`config.mk`:
```
export PLATFORM = sky130hd
export DESIGN_NAME = rps_match_scorer
export DESIGN_NICKNAME = d
export VERILOG_FILES = /design/src/rtl/rps_match_scorer.sv
export SDC_FILE = /design/constraint.sdc
export NUM_CORES = 1
export LEC_CHECK = 0
export BUFFER_PORTS_ARGS = -buffer_cell sky130_fd_sc_hd__buf_4
export CORE_MARGIN = 2
export CORE_UTILIZATION = 60
export CTS_BUF_LIST = sky130_fd_sc_hd__clkbuf_8
export DETAILED_ROUTE_END_ITERATION = 10
export PLACE_DENSITY = 0.86
export SYNTH_ARGS = -nofsm -noshare
export SYNTH_HDL_FRONTEND = slang
export SYNTH_SLANG_ARGS = --single-unit
```
`constraint.sdc`:
```
create_clock -name clk -period 4.3 [get_ports clk]
set_input_delay 0.86 -clock clk [delete_from_list [all_inputs] [get_ports clk]]
set_output_delay 0.86 -clock clk [all_outputs]
set_load 0.05 [all_outputs]
```
`src/rtl/rps_match_scorer.sv`:
```
// rps_match_scorer: match-level scorekeeper for rock-paper-scissors.
// Takes the 2-bit round code from the round judge, keeps user/FPGA/draw
// tallies, holds each accepted round on display for DISP_HOLD cycles and
// runs a first-to-WIN_TARGET match (IDLE -> PLAY <-> SHOW -> OVER).
// Optional build macro RPS_HISTORY_EN enables the 8-deep history of
// accepted round codes; without it history is tied to zero.
module rps_match_scorer #(
  parameter int WIN_TARGET = 3,
  parameter int SCORE_W    = 3,
  parameter int DISP_HOLD  = 25000000
) (
  input  logic               clk,
  input  logic               clear,
  input  logic [1:0]         result_in,
  input  logic               result_valid,
  input  logic               new_match,
  output logic [SCORE_W-1:0] user_score,
  output logic [SCORE_W-1:0] fpga_score,
  output logic [SCORE_W-1:0] draw_count,
  output logic [7:0]         round_count,
  output logic               round_ack,
  output logic [1:0]         last_result,
  output logic [1:0]         state,
  output logic               match_done,
  output logic [1:0]         match_winner,
  output logic [15:0]        history
);

  typedef enum logic [1:0] {
    IDLE = 2'b00,
    PLAY = 2'b01,
    SHOW = 2'b10,
    OVER = 2'b11
  } state_t;

  // Hold counter only needs to reach DISP_HOLD-1; keep at least one bit.
  localparam int HOLD_W = (DISP_HOLD > 1) ? $clog2(DISP_HOLD) : 1;
  localparam logic [HOLD_W-1:0]  HOLD_LAST = HOLD_W'(DISP_HOLD - 1);
  localparam logic [SCORE_W-1:0] WIN_VAL   = SCORE_W'(WIN_TARGET);

  state_t             state_reg,  state_next;
  logic [HOLD_W-1:0]  hold_reg,   hold_next;
  logic [SCORE_W-1:0] user_reg,   user_next;
  logic [SCORE_W-1:0] fpga_reg,   fpga_next;
  logic [SCORE_W-1:0] draw_reg,   draw_next;
  logic [7:0]         round_reg,  round_next;
  logic               ack_reg,    ack_next;
  logic [1:0]         last_reg,   last_next;
  logic               done_reg,   done_next;
  logic [1:0]         winner_reg, winner_next;

  // Next-state and next-tally logic; new_match overrides everything else.
  always_comb begin
    state_next  = state_reg;
    hold_next   = hold_reg;
    user_next   = user_reg;
    fpga_next   = fpga_reg;
    draw_next   = draw_reg;
    round_next  = round_reg;
    ack_next    = 1'b0;
    last_next   = last_reg;
    done_next   = done_reg;
    winner_next = winner_reg;

    if (new_match) begin
      state_next  = PLAY;
      hold_next   = '0;
      user_next   = '0;
      fpga_next   = '0;
      draw_next   = '0;
      round_next  = '0;
      last_next   = 2'b00;
      done_next   = 1'b0;
      winner_next = 2'b00;
    end else begin
      case (state_reg)
        PLAY: begin
          if (result_valid && (result_in != 2'b00)) begin
            case (result_in)
              2'b10:   user_next = user_reg + 1'b1;
              2'b01:   fpga_next = fpga_reg + 1'b1;
              default: begin
                // Draw tally sticks at all-ones rather than wrapping.
                if (draw_reg != {SCORE_W{1'b1}}) draw_next = draw_reg + 1'b1;
              end
            endcase
            round_next = round_reg + 8'd1;
            last_next  = result_in;
            ack_next   = 1'b1;
            hold_next  = '0;
            state_next = SHOW;
          end
        end
        SHOW: begin
          if (hold_reg == HOLD_LAST) begin
            hold_next = '0;
            if (user_reg == WIN_VAL) begin
              state_next  = OVER;
              winner_next = 2'b10;
              done_next   = 1'b1;
            end else if (fpga_reg == WIN_VAL) begin
              state_next  = OVER;
              winner_next = 2'b01;
              done_next   = 1'b1;
            end else begin
              state_next = PLAY;
            end
          end else begin
            hold_next = hold_reg + 1'b1;
          end
        end
        default: ;  // IDLE and OVER wait for new_match
      endcase
    end
  end

  // State and output registers with asynchronous clear.
  always_ff @(posedge clk or posedge clear) begin
    if (clear) begin
      state_reg  <= IDLE;
      hold_reg   <= '0;
      user_reg   <= '0;
      fpga_reg   <= '0;
      draw_reg   <= '0;
      round_reg  <= '0;
      ack_reg    <= 1'b0;
      last_reg   <= 2'b00;
      done_reg   <= 1'b0;
      winner_reg <= 2'b00;
    end else begin
      state_reg  <= state_next;
      hold_reg   <= hold_next;
      user_reg   <= user_next;
      fpga_reg   <= fpga_next;
      draw_reg   <= draw_next;
      round_reg  <= round_next;
      ack_reg    <= ack_next;
      last_reg   <= last_next;
      done_reg   <= done_next;
      winner_reg <= winner_next;
    end
  end

`ifdef RPS_HISTORY_EN
  logic [15:0] history_reg;

  // Shift each accepted code in at the bottom; new_match wipes the record.
  always_ff @(posedge clk or posedge clear) begin
    if (clear) begin
      history_reg <= 16'h0000;
    end else if (new_match) begin
      history_reg <= 16'h0000;
    end else if ((state_reg == PLAY) && result_valid && (result_in != 2'b00)) begin
      history_reg <= {history_reg[13:0], result_in};
    end
  end

  assign history = history_reg;
`else
  assign history = 16'h0000;
`endif

  assign user_score   = user_reg;
  assign fpga_score   = fpga_reg;
  assign draw_count   = draw_reg;
  assign round_count  = round_reg;
  assign round_ack    = ack_reg;
  assign last_result  = last_reg;
  assign state        = state_reg;
  assign match_done   = done_reg;
  assign match_winner = winner_reg;

endmodule

```
==> metrics.txt <==
vias per cell 6.00; worst skew pair latency 0.31 ns; syn avg cell area 9.32 sq um; final hold vios 0; hold buffer count at cts 0; Place WS 1.50 ns; cell taking the most area after synthesis dfrtp_1; Die H 72.4 um; Largest stage delay, worst path 0.60 ns; RSZ-0062 raised after global routing no; Cell Chain, Critical Path buf_4, inv_1, ha_1, and4bb_1, nor3_2, buf_4, nor4_2, xnor2_1, nor2_1; commonest cells in the netlist dfrtp_1 (50), nand2_1 (34), nor2_1 (24); Internal 681 uW; fmax 400 MHz; final hold slack 0.506 ns; DR pass1 iterations 5; slack of the critical path 1.80 ns; DR iter-0 viols 203; clock skew 0.0102 ns; register area share after synthesis 0.446; delay-heaviest family, CP simple AND/OR/NAND/NOR gates; CORE AREA 4410 sq um; Cell Area, Synth 2800 sq um; max-slew violations 0; number of synthesized flops with an enable pin 0; #FFs+latches synth 50; Slew Limit Headroom 0.295; vias in the first global route 2097; Area Growth Syn to Fin 10.7%; H-tree depth 2; leakage 1.41 nW; slowest CP cell and4bb_1; Fillers 353; most used cell, CP buf_4; grt ovf 0; Final setup viols 0; distinct cell type count after synthesis 48; Reg clk slew, reported paths 0.10 ns; Die ar. 5240 sq um; Final GP Congestion 0.869; global-route wire length before repair 9840 um; Synth top area share 0.446; DP Wirelength 4030 um; cell with the most instances after synthesis dfrtp_1; Yosys Warn Count 0; status finished, final reports clean; peak supply drop 0.214 mV; placed cells 372; Avg WL per Cell 15.2 um; via count 2281; Top-Level Pins 47; async set-reset flop share out of synthesis 1.00; starting density of the core 0.635; synth top area cells dfrtp_1 (45%), ha_1 (4.9%), nand2_1 (4.6%); Flop pwr share 0.511; Non-Filler Instances 380; PortBufs 30; worst reg2reg setup slack 1.86 ns; CTS buffer count 5; CTS resizes 0; Net Sw Frac 0.287; Die X 72.4 um; switching power 274 uW; ANT nets after route 0; max FFs per register 25; initial antenna violation count 0; GRT Total Usage 0.238; n_diodes 0; post-synthesis cell count 301; Comb power frac 0.141; clock buffer depth 2; Worst setup EP type register; CP Class input port to register; row count 24; post-route cell area 3100 sq um; Post-CTS Setup Inserts 0; # DRC 0; Final #Nets 344; CP startpoint kind input port; Max FO, Critical Path 17; CTS tree yes; Crit path buffers/inverters 3; WL final 5770 um; Data required, critical path 4.49 ns; crit path time final 2.50 ns; Critical Path AT 2.69 ns; clk root buf clkbuf_8; most used flip-flop cell after synthesis dfrtp_1; clock sink total 50; worst hold path class register to register; fin crit share 0.581; pwr/cell area 308 nW/um^2; dpl cell area 2990 sq um; # Max-Cap Violations 0; Least-Margin Pin Slew 1.06 ns; largest net degree at the start of global routing 51; share of layout cells above drive strength 1 0.140; setup TNS 0 ns; Clock power frac 0.348
==> logic make-up after synthesis <==
logic type / Yosys count / synth area share
compound gates: 58 / 0.130
xor+xnor: 13 / 0.0406
simple gates: 126 / 0.240
other cells: 1 / 0.00134
mux: 5 / 0.0187
buf+inv: 37 / 0.0736
flops: 50 / 0.446
fa+ha+maj: 11 / 0.0491
==> metrics by stage <==
| stage | power, mW | utilization |
|---|---|---|
| floorplan | 0.613 | - |
| global placement | 0.629 | 0.677 |
| detailed placement | 0.632 | 0.677 |
| CTS | 0.959 | 0.703 |
| global route | 0.989 | 0.703 |
| finish | 0.956 | 0.703 |
==> worst reg2reg max path: stages (launching register included) <==
cell	delay, ns
dfrtp_1	0.42
ha_1	0.25
and3_1	0.22
nand4_1	0.18
o31a_1	0.87
a41oi_1	0.24
a31oi_1	0.19
==> power by group through the flow <==
stage | Sequential (mW) | Clock [mW] | Combinational [mW]
6_report | 0.489 | 0.332 | 0.135
5_1_grt | 0.490 | 0.354 | 0.145
4_1_cts | 0.489 | 0.335 | 0.135
3_5_place_dp | 0.498 | 0 | 0.134
3_3_place_gp | 0.498 | 0 | 0.132
2_1_floorplan | 0.522 | 0 | 0.0910
==> placed cells by master, fill, tap and decap left out, drive strengths merged, types with 2 or more instances in the layout <==
cell,count
dfrtp,50
nand2,34
buf,31
nor2,24
a21oi,22
nand3,18
conb,16
nand4,11
ha,11
o21ai,11
inv,10
xor2,9
nor3,9
a31oi,7
and3,6
or3,5
clkbuf,5
and4,4
a22o,4
xnor2,4
nor4,4
mux2i,3
nand2b,3
nor2b,3
o31a,2
a32oi,2
clkinvlp,2
mux2,2
==> layer usage <==
layer	vias up	routed length, um	GRT usage
li1	1101	-	-
met1	1100	2510	0.323
met2	71	2860	0.388
met3	9	336	0.0528
met4	0	66	0.0650
met5	-	0	0
==> final timing paths <==
kind                               from             end  cells after the start
max                        result_in[0]    hold_reg[18]                      9
max in group asynchronous         clear     hold_reg[5]                      2
min                        hold_reg[13]    hold_reg[13]                      1
min in group asynchronous         clear  round_count[7]                      2
max reg2reg                 hold_reg[0]    hold_reg[20]                      6
min reg2reg                hold_reg[13]    hold_reg[13]                      1
==> layout make-up <==
type	count	area, sq um	share of cell area
well taps	52	65.1	0.0210
inverters	10	37.5	0.0121
repair buffers	31	233	0.0750
multi-input cells	229	1400	0.452
flip-flops and latches	50	1250	0.403
clock inverters	3	45.0	0.0145
clock buffers	5	68.8	0.0222
Power figures use the tool's default switching activity.
